==> src/rtl/max_unpool_scatter.sv <==
// Max-unpooling scatter: queues 2-bit argmax lane indices and places each later pooled value into its lane.
// Optional MAX_UNPOOL_STATS_EN adds an accepted-beat counter and a sticky underrun flag.
module max_unpool_scatter #(
  parameter int unsigned LANE_W = 32,
  parameter int unsigned DEPTH  = 16,
  parameter int unsigned ADDR_W = 4
) (
  input  logic                  clk,
  input  logic                  rst,
  input  logic                  idx_valid,
  input  logic [1:0]            idx_in,
  output logic                  idx_ready,
  input  logic                  val_valid,
  input  logic [LANE_W-1:0]     val_in,
  output logic                  val_ready,
  output logic                  out_valid,
  output logic [4*LANE_W-1:0]   out_data,
  input  logic                  out_ready,
  output logic [ADDR_W:0]       idx_count
`ifdef MAX_UNPOOL_STATS_EN
  ,
  output logic [31:0]           out_count,
  output logic                  underrun
`endif
);

  localparam int unsigned CNT_W = ADDR_W + 1;
  localparam int unsigned OUT_W = 4 * LANE_W;

  logic [1:0]        mem [DEPTH];
  logic [ADDR_W-1:0] wr_ptr;
  logic [ADDR_W-1:0] rd_ptr;
  logic              push_c;
  logic              pop_c;
  logic              free_c;
  logic [OUT_W-1:0]  scatter_c;

  // Handshakes; readiness is derived from registered occupancy only, so no bypass path exists.
  always_comb begin
    free_c    = !out_valid || out_ready;
    idx_ready = !rst && (idx_count != CNT_W'(DEPTH));
    val_ready = (idx_count != '0) && free_c;
    push_c    = idx_valid && idx_ready;
    pop_c     = val_valid && val_ready;
  end

  // Place the value in the lane named by the oldest index; all other lanes zero.
  always_comb begin
    scatter_c = '0;
    for (int l = 0; l < 4; l++) begin
      if (mem[rd_ptr] == 2'(l)) scatter_c[l*LANE_W +: LANE_W] = val_in;
    end
  end

  // Index storage; contents need no reset since occupancy governs validity.
  always_ff @(posedge clk) begin
    if (push_c) mem[wr_ptr] <= idx_in;
  end

  // Pointers and occupancy.
  always_ff @(posedge clk or posedge rst) begin
    if (rst) begin
      wr_ptr    <= '0;
      rd_ptr    <= '0;
      idx_count <= '0;
    end else begin
      if (push_c) wr_ptr <= wr_ptr + ADDR_W'(1);
      if (pop_c)  rd_ptr <= rd_ptr + ADDR_W'(1);
      case ({push_c, pop_c})
        2'b10:   idx_count <= idx_count + CNT_W'(1);
        2'b01:   idx_count <= idx_count - CNT_W'(1);
        default: idx_count <= idx_count;
      endcase
    end
  end

  // Output register: loads on pop, drops valid when consumed, holds data otherwise.
  always_ff @(posedge clk or posedge rst) begin
    if (rst) begin
      out_valid <= 1'b0;
      out_data  <= '0;
    end else if (pop_c) begin
      out_valid <= 1'b1;
      out_data  <= scatter_c;
    end else if (out_ready) begin
      out_valid <= 1'b0;
    end
  end

`ifdef MAX_UNPOOL_STATS_EN
  // Accepted-beat counter (free-running wrap) and sticky underrun flag.
  always_ff @(posedge clk or posedge rst) begin
    if (rst) begin
      out_count <= '0;
      underrun  <= 1'b0;
    end else begin
      if (out_valid && out_ready) out_count <= out_count + 32'd1;
      if (val_valid && (idx_count == '0)) underrun <= 1'b1;
    end
  end
`endif

endmodule

==> config.mk <==
export PLATFORM = sky130hd
export DESIGN_NAME = max_unpool_scatter
export DESIGN_NICKNAME = d
export VERILOG_FILES = /design/src/rtl/max_unpool_scatter.sv
export SDC_FILE = /design/constraint.sdc
export NUM_CORES = 1
export LEC_CHECK = 0
export BUFFER_PORTS_ARGS = -buffer_cell sky130_fd_sc_hd__buf_4
export CORE_MARGIN = 4
export CORE_UTILIZATION = 45
export DETAILED_ROUTE_END_ITERATION = 8
export PLACE_DENSITY = 0.72
export SYNTH_ARGS = -nofsm -noshare
export SYNTH_HDL_FRONTEND = slang
export SYNTH_SLANG_ARGS = --single-unit
==> constraint.sdc <==
create_clock -name clk -period 9.55 [get_ports clk]
set_input_delay 0.4775 -clock clk [delete_from_list [all_inputs] [get_ports clk]]
set_output_delay 0.4775 -clock clk [all_outputs]
set_load 0.01 [all_outputs]
; ---- Word-level counts from Yosys, hierarchy flattened
; Memories as Yosys holds them, arrays and structs flattened.
; Cells that the tools add are included.
[totals]
reg_bits = 142
latchBits = 0
ram_bits = 32
mem_bits_ro = 0
inputBits = 39
wordCells = 36
mem_count = 1
[memory_table]
columns = name, words, width, read_ports, rd_ports_with_merged_regs, wr, line_no
row1 = mem, 16, 2, 1, 0, 1, 30  ; logic [1:0] mem [DEPTH];
[op_classes]
addsub = 4
mul = 0
div_mod_pow = 0
n_lt_le_gt_ge = 0
eq_ne = 6
n_shift = 0
n_mux = 9
bitwise = 0
n_reduce_logical = 11
[ops]
columns = op, count
row1 = 32-bit two-way mux, 4
row2 = 5-bit one-hot mux with 2 select lines, 1
row3 = "4-bit by 1-bit adder with 4-bit output, second input constant", 2
row4 = "2-bit equality test, second input constant", 3
row5 = "5-bit by 1-bit adder with 5-bit output, second input constant", 1
row6 = "5-bit != test, second input constant", 1
row7 = 5-bit nonzero test, 1
row8 = "5-bit by 1-bit subtractor with 5-bit output, second input constant", 1
row9 = "2-bit by 1-bit equality test with 1-bit output, second input constant", 2
row10 = 1-bit logical AND, 4
row11 = 1-bit two-way mux, 4
row12 = 2-bit nonzero test, 2
row13 = 1-bit zero test, 2
row14 = 2-bit zero test, 1
row15 = 1-bit logical OR, 1

; ---- Longest topological paths before layout
; Gate-level depths: netlist of run 1.
[logic_depth]
ltp_word = 6
ltp_mapped = 12
ltp_nobuf = 11

; ---- Worst setup path before layout of run 1
; Ideal clock, no wire load.
[synth_timing]
path_type = register to register
start = register idx_count[0]
end = register idx_count[4]
arrival_time_ns = 2.672
required_time_ns = 9.427
slack_ns = 6.755
path_stages_with_launch = 13
path_buffers = 1
period_less_slack_ns = 2.795
path_cell_list = dfrtp_1 > nor4_2 > a21boi_1 > nand2_1 > inv_2 > buf_2 > ha_1 > fa_1 > a21o_1 > a21oi_1 > xor2_1 > nor2_1 > xnor2_1
[synth_between]
elab_chain_cells = 5
elab_cells_between_ends = 12
cone_classes = 2 x add/sub / 3 x eq/ne / 1 x mux / 6 x reduce/logical
[synth_rtl]
columns = item, line_no
row1 = from (decl), 19  ; output logic [ADDR_W:0] idx_count
row2 = from (signal assigned), 70  ; 2'b10: idx_count <= idx_count + CNT_W'(1);
row3 = from (signal assigned), 71  ; 2'b01: idx_count <= idx_count - CNT_W'(1);
row4 = from (signal assigned), 72  ; default: idx_count <= idx_count;
row5 = 5-bit nonzero test *, 42  ; val_ready = (idx_count != '0) && free_c;
row6 = 1-bit logical AND *, 42
row7 = via val_ready, 15  ; output logic val_ready,
row8 = 1-bit logical AND *, 44  ; pop_c = val_valid && val_ready;
row9 = via pop_c, 34  ; logic pop_c;
row10 = 2-bit by 1-bit equality test with 1-bit output or 2-bit equality test (tied branches), 69  ; case ({push_c, pop_c})
row11 = 5-bit one-hot mux with 2 select lines or 2-bit nonzero test (tied branches), -
; The timed path passes the listed nets; every way through them passes the cells marked *.
; A chain may end at the register's enable or synchronous reset.

; ---- Final worst setup path of run 1
[layout_timing]
start = register idx_count[0]
end = register idx_count[4]
[layout_between]
elab_chain_cells = 5
elab_cells_between_ends = 12
cone_classes = 2 x add/sub / 3 x eq/ne / 1 x mux / 6 x reduce/logical
[layout_rtl]
columns = item, line_no
row1 = 5-bit != test or 5-bit nonzero test (tied branches), "41, 42"
row2 = 1-bit logical AND (on tied branches), "41, 42"
row3 = 1-bit logical AND (on tied branches), "43, 44"
row4 = 2-bit by 1-bit equality test with 1-bit output or 2-bit equality test (tied branches), 69
row5 = 5-bit one-hot mux with 2 select lines or 2-bit nonzero test (tied branches), -
; Parallel ways exist; a longest one is shown, timed or not.

==> impl_metrics.tcl, run 1 <==
set metrics [dict create \
    status "completed" \
    path_clk_slew_ns 0.06 \
    grt_antenna_before_repair 0 \
    finalWeightedCongestion 0.833 \
    slew-limit-headroom_pct 24.1 \
    pwr-share-comb_pct 37.7 \
    final_core_utilization_pct 58.6 \
    maximum_number_of_pins_on_one_net_before_global_route_repair 76 \
    switchingPower_mw 1.09 \
    die-width_um 132 \
    fin_worst_skew_ns 0.00646 \
    crit_family "simple AND/OR/NAND/NOR gates" \
    detail-route-antenna-nets 0 \
    largest_family_of_logic_cells_by_synthesized_area "simple AND/OR/NAND/NOR gates" \
    switching_share_pct 37.9 \
    critical_path.n_buffers_inverters 1 \
    setup_viol 0 \
    number_of_placed_i_o_pins 175 \
    post_synthesis_cells 595 \
    areaGrowthSynthToFinish_pct 27.8 \
    insertedDiodeCount 0 \
    finalMaxSlewViolations 0 \
    final_net_count 807 \
    final-hold-violation-count 0 \
    yosys.area_share.simple_pct 13.2 \
    grt_setup_unrepaired "false" \
    pin_slew_with_the_least_headroom_to_its_limit_ns 1.13 \
    post_drt_via_cell_ratio 5.20 \
    clock_network_power_share_pct 23.7 \
    first_global_vias 5110 \
    floorplan.initialDensity_pct 45.9 \
    io_buffers 174 \
    synth-seq-area-share_pct 64.7 \
    route.vias.total 4988 \
    floorplan.die_area_sq_mm 0.0176 \
    critical_path.max_stage_delay_ns 0.50 \
    maxcap_violations 0 \
    synth_cell_types 35 \
    hp-class "primary input to async pin" \
    core_sq_mm 0.0152 \
    power.internal_mw 1.78 \
    worst_hold_slack_ns 0.154 \
    cts_setup_buffers 0 \
    routedWlPerCell_um 17.6 \
    synth.area.top_cells "sky130_fd_sc_hd__dfrtp_1 51%, sky130_fd_sc_hd__edfxtp_1 14%, sky130_fd_sc_hd__nand2_1 9.5%, sky130_fd_sc_hd__o21ai_2 6.3%, sky130_fd_sc_hd__o21ai_1 4.3%" \
    synth_adder_area_share_pct 1.90 \
    initialDrtViolationCount 364 \
    timing.critical_path.slowest_stage_cell "sky130_fd_sc_hd__inv_2" \
    synth_largest_area_cell "sky130_fd_sc_hd__dfrtp_1" \
    post-route-period-util_pct 39.0 \
    synth.ff_latch_count 174 \
    dr.pass1.iters 4 \
    synthesis.nets 644 \
    grtUsageTotal_pct 19.6 \
    cp_max_fo 59 \
    leakage_nw 4.19 \
    complex_gate_fraction_of_the_synthesized_area_pct 12.6 \
    grt_first_pass_wirelength_um 27400 \
    synth_xor_xnor_area_share_pct 1.38 \
    fmaxAchievable_ghz 0.269 \
    synthesis.area_sq_mm 0.00697 \
    synth.top_cell.area_share_pct 51.0 \
    vdd_ir_drop_max_mv 0.218 \
    cp.required_ns 9.85 \
    power.sequential.fraction_pct 38.6 \
    layout-drive-gt1-share_pct 35.1 \
    final_cell_mix "177 x sky130_fd_sc_hd__buf_4, 176 x sky130_fd_sc_hd__nand2_1, 142 x sky130_fd_sc_hd__dfrtp_1, 60 x sky130_fd_sc_hd__o21ai_1, 50 x sky130_fd_sc_hd__o21ai_2" \
    clk_path_buf_depth 2 \
    grt_remaining_overflow 0 \
    remaining_drc_errors 0 \
    worst-setup-path-type "flip-flop to flip-flop" \
    mostFrequentLayoutCell "sky130_fd_sc_hd__buf_4" \
    ctsRootBufferMaster "sky130_fd_sc_hd__clkbuf_16" \
    clock_insertion_delay_worst_skew_ns 0.42 \
    routed_wl_um 16900 \
    syn_avg_cell_area_sq_um 11.7 \
    list_of_cells_traversed_by_the_critical_path "nor4_2 > a21boi_1 > nand2_4 > inv_2 > ha_1 > fa_1 > a21o_1 > a21oi_1 > xor2_1 > nor2_1 > xnor2_1" \
    cts_inserted_buffers 17 \
    timing.setup.tns_ns 0 \
    synth.yosys.warnings 0 \
    floorplan.rows 45 \
    cts_htree_levels 4 \
    power_density_mw_per_mm2 322 \
    chipHeight_um 132 \
    min_period_ns 3.72 \
    postCtsResizedCells 0 \
    worstSetupEndpointType "flip-flop" \
    tritoncts "done" \
    critical_path_data_arrival_time_ns 4.03 \
    holdBufCountCts 0 \
    placed_wire_length_estimate_um 11700 \
    proportion_of_synthesized_area_in_mux_cells_pct 2.74 \
    crit_path_start_kind "flip-flop" \
    cts_num_sinks 174 \
]
-- stage by stage --
stage          worst slack (ns)  cells  area [sq um]  power (mW)
6_report                   5.83    959          8910        2.87
5_1_grt                    5.57    959          8910        3.04
4_1_cts                    5.79    959          8910        2.90
3_5_place_dp               5.78    927          8330        2.22
3_3_place_gp               5.88    927          8330        2.18
2_1_floorplan              5.26    595          6970        1.80
-- final cells by class --
class	count	area, sq um
clock buffer	18	429
clock inverter	14	150
fill	1268	6290
inverter	6	27.5
multi-input combinational	382	2230
sequential	174	4510
tap	188	235
timing repair buffer	177	1330
-- worst paths after layout --
path,start,slack [ns],end,cells past startpoint
max in group asynchronous,rst,8.07,out_data[83],3
max reg2reg,idx_count[0],5.83,idx_count[4],11
max,idx_count[0],5.83,idx_count[4],11
min in group clk,out_ready,0.35,out_valid,3
min reg2reg,out_data[90],0.48,out_data[90],2
min,rst,0.15,wr_ptr[2],2
-- state kept, by name (all words and copies together) (netlist names) --
| register | count |
|---|---|
| wr_ptr | 4 |
| rd_ptr | 4 |
| idx_count | 5 |
| out_data | 128 |
| mem | 32 |
| out_valid | 1 |
-- per-layer routing --
metal,track usage [%],part of all wire [%],up-vias
li1,-,-,2335
met1,26.0,43,2472
met2,32.2,49,161
met3,5.13,6.0,20
met4,5.48,1.3,0
met5,0,0,-
-- Yosys cell counts (all sizes together) --
library cell / instances
nand2: 180
dfrtp: 142
o21ai: 131
edfxtp: 32
buf: 25
and2: 13
ha: 9
xnor2: 9
clkbuf: 8
mux4: 8
inv: 6
and3: 5
nand4: 4
a21oi: 3
nor2: 3
a21o: 2
and4: 2
nand3: 2
nor2b: 2
xor2: 2
a21boi: 1
fa: 1
mux2: 1
nand2b: 1
nor3: 1
nor3b: 1
nor4: 1
-- power by group through the flow --
stage | Sequential, mW | Clock, mW | Combinational (mW)
finish | 1.11 | 0.680 | 1.08
global route | 1.14 | 0.725 | 1.18
CTS | 1.11 | 0.690 | 1.10
detailed placement | 1.13 | 0 | 1.10
global placement | 1.11 | 0 | 1.07
floorplan | 1.16 | 0 | 0.649
-- logic make-up (layout without fill, tap and decap cells) --
family	after synthesis	in the layout
compound gates	137	137
simple gates	215	215
buf+inv	39	215
fa+ha+maj	10	10
flops	174	174
mux	9	9
xor+xnor	11	11
-- worst register-to-register path, stage by stage (launching register included) --
cell	delay, ns
sky130_fd_sc_hd__dfrtp_1	0.46
sky130_fd_sc_hd__nor4_2	0.34
sky130_fd_sc_hd__a21boi_1	0.18
sky130_fd_sc_hd__nand2_4	0.48
sky130_fd_sc_hd__inv_2	0.55
sky130_fd_sc_hd__ha_1	0.45
sky130_fd_sc_hd__fa_1	0.42
sky130_fd_sc_hd__a21o_1	0.19
sky130_fd_sc_hd__a21oi_1	0.18
sky130_fd_sc_hd__xor2_1	0.16
sky130_fd_sc_hd__nor2_1	0.07
sky130_fd_sc_hd__xnor2_1	0.13
Power figures use the tool's default switching activity.
==> inputs of run 2 (changes only) <==
==> constraint.sdc (replaced) <==
create_clock -name clk -period 3.65 [get_ports clk]
set_input_delay 0.1825 -clock clk [delete_from_list [all_inputs] [get_ports clk]]
set_output_delay 0.1825 -clock clk [all_outputs]
set_load 0.01 [all_outputs]
==> impl_metrics.tcl, run 2 (same netlist as run 1, synthesis figures left out) <==
set metrics [dict create \
    status "completed" \
    slew-limit-headroom_pct 30.5 \
    grt_first_pass_wirelength_um 27500 \
    tritoncts "done" \
    maximum_number_of_pins_on_one_net_before_global_route_repair 98 \
    routedWlPerCell_um 17.6 \
    floorplan.die_area_sq_mm 0.0176 \
    reg2reg_depth 11 \
    insertedDiodeCount 0 \
    finalMaxSlewViolations 0 \
    critical_path.max_stage_delay_ns 0.46 \
    pin_slew_with_the_least_headroom_to_its_limit_ns 1.04 \
    cp.required_ns 3.97 \
    areaGrowthSynthToFinish_pct 27.7 \
    timing.setup.tns_ns 0 \
    cts_num_sinks 174 \
    clock_insertion_delay_worst_skew_ns 0.43 \
    die-width_um 132 \
    largest_reg_flops 128 \
    vdd_ir_drop_max_mv 0.403 \
    finalWeightedCongestion 0.850 \
    postCtsResizedCells 0 \
    list_of_cells_traversed_by_the_critical_path "nor4_2 > a21boi_1 > nand2_4 > inv_2 > ha_1 > fa_1 > a21o_1 > a21oi_1 > xor2_1 > nor2_1 > xnor2_1" \
    routed_wl_um 16900 \
    worstSetupEndpointType "flip-flop" \
    timing.critical_path.slowest_stage_cell "sky130_fd_sc_hd__dfrtp_1" \
    post_drt_via_cell_ratio 5.17 \
    remaining_drc_errors 0 \
    floorplan.initialDensity_pct 45.9 \
    cts_setup_buffers 0 \
    fmaxAchievable_ghz 0.338 \
    io_buffers 174 \
    route.vias.total 4969 \
    setup_viol 0 \
    hp-class "primary input to async pin" \
    clk_path_buf_depth 2 \
    final_core_utilization_pct 58.6 \
    power_density_mw_per_mm2 829 \
    worst-setup-path-type "flip-flop to flip-flop" \
    holdBufCountCts 1 \
    grt_antenna_before_repair 0 \
    registers.top_by_ff_count "out_data" \
    ctsRootBufferMaster "sky130_fd_sc_hd__clkbuf_16" \
    cp_max_fo 36 \
    mostFrequentLayoutCell "sky130_fd_sc_hd__buf_4" \
    first_global_vias 5073 \
    final_cell_mix "179 x sky130_fd_sc_hd__buf_4, 176 x sky130_fd_sc_hd__nand2_1, 142 x sky130_fd_sc_hd__dfrtp_1, 60 x sky130_fd_sc_hd__o21ai_1, 50 x sky130_fd_sc_hd__o21ai_2" \
    grtUsageTotal_pct 19.8 \
    place_inst 929 \
    final-hold-violation-count 0 \
    chipHeight_um 132 \
    maxcap_violations 0 \
    crit_path_start_kind "flip-flop" \
    cts_inserted_buffers 17 \
    placed_wire_length_estimate_um 11800 \
    grt_remaining_overflow 0 \
    post-route-period-util_pct 81.0 \
    fin_worst_skew_ns 0.00952 \
    min_period_ns 2.96 \
    dr.pass1.iters 5 \
    path_clk_slew_ns 0.07 \
    post_layout_nonfiller_instances 962 \
    core_sq_mm 0.0152 \
    number_of_placed_i_o_pins 175 \
    largestRegisters "out_data x128, mem x32, idx_count x5" \
    leakage_nw 4.19 \
    critical_path_data_arrival_time_ns 3.27 \
    layout-drive-gt1-share_pct 35.9 \
    detail-route-antenna-nets 0 \
    grt_setup_unrepaired "false" \
    final_net_count 810 \
    cts_htree_levels 4 \
    floorplan.rows 45 \
    initialDrtViolationCount 304 \
]
[run 2: cell type report]
cell class	count	area (sq um)
clock inverter	15	124
multi-input combinational	382	2230
clock buffer	17	425
sequential	174	4510
tap	188	235
inverter	6	26.3
fill	1235	6300
timing repair buffer	180	1350
[run 2: worst paths after layout]
path | start | endpoint | slack, ns
worst min register to register | out_data[80] | out_data[80] | 0.48
max in group asynchronous | rst | out_data[37] | 2.84
worst max register to register | idx_count[0] | idx_count[4] | 0.69
worst min-delay path | rst | idx_count[4] | 0.005
worst max-delay path | idx_count[0] | idx_count[4] | 0.69
min in group clk | idx_in[0] | mem[6][0] | 0.06
[run 2: stage by stage]
stage          power, mW  hold WS (ns)  instance area [sq um]  worst slack [ns]
2_1_floorplan       4.72         0.281                   6980             0.855
3_3_place_gp        5.68         0.465                   8350             0.759
3_5_place_dp        5.79         0.458                   8350             0.636
4_1_cts             7.47        0.0215                   8910             0.655
5_1_grt             7.82        0.0608                   8910             0.504
6_report            7.38       0.00468                   8910             0.694
[run 2: worst max-delay path, delay by kind of cell (launching register included)]
kind,cells,cell delay (ns)
AND/OR/NAND/NOR,3,0.78
adder cells (fa/ha/maj),2,0.71
AO/OA/AOI/OAI,3,0.55
flip-flops,1,0.46
XOR/XNOR,2,0.27
buffers and inverters,1,0.07
[run 2: routing by layer]
| metal | track usage (%) | up-vias | wire length, um |
|---|---|---|---|
| met5 | 0 | - | 0 |
| met4 | 7.74 | 0 | 163 |
| met2 | 33.2 | 165 | 8760 |
| met3 | 5.25 | 13 | 1130 |
| li1 | - | 2344 | - |
| met1 | 24.7 | 2447 | 6900 |
[run 2: power by group]
group,switching [mW],total (mW),internal (mW)
registers,0.414,2.91,2.50
logic,1.69,2.80,1.11
clock network,0.735,1.67,0.932
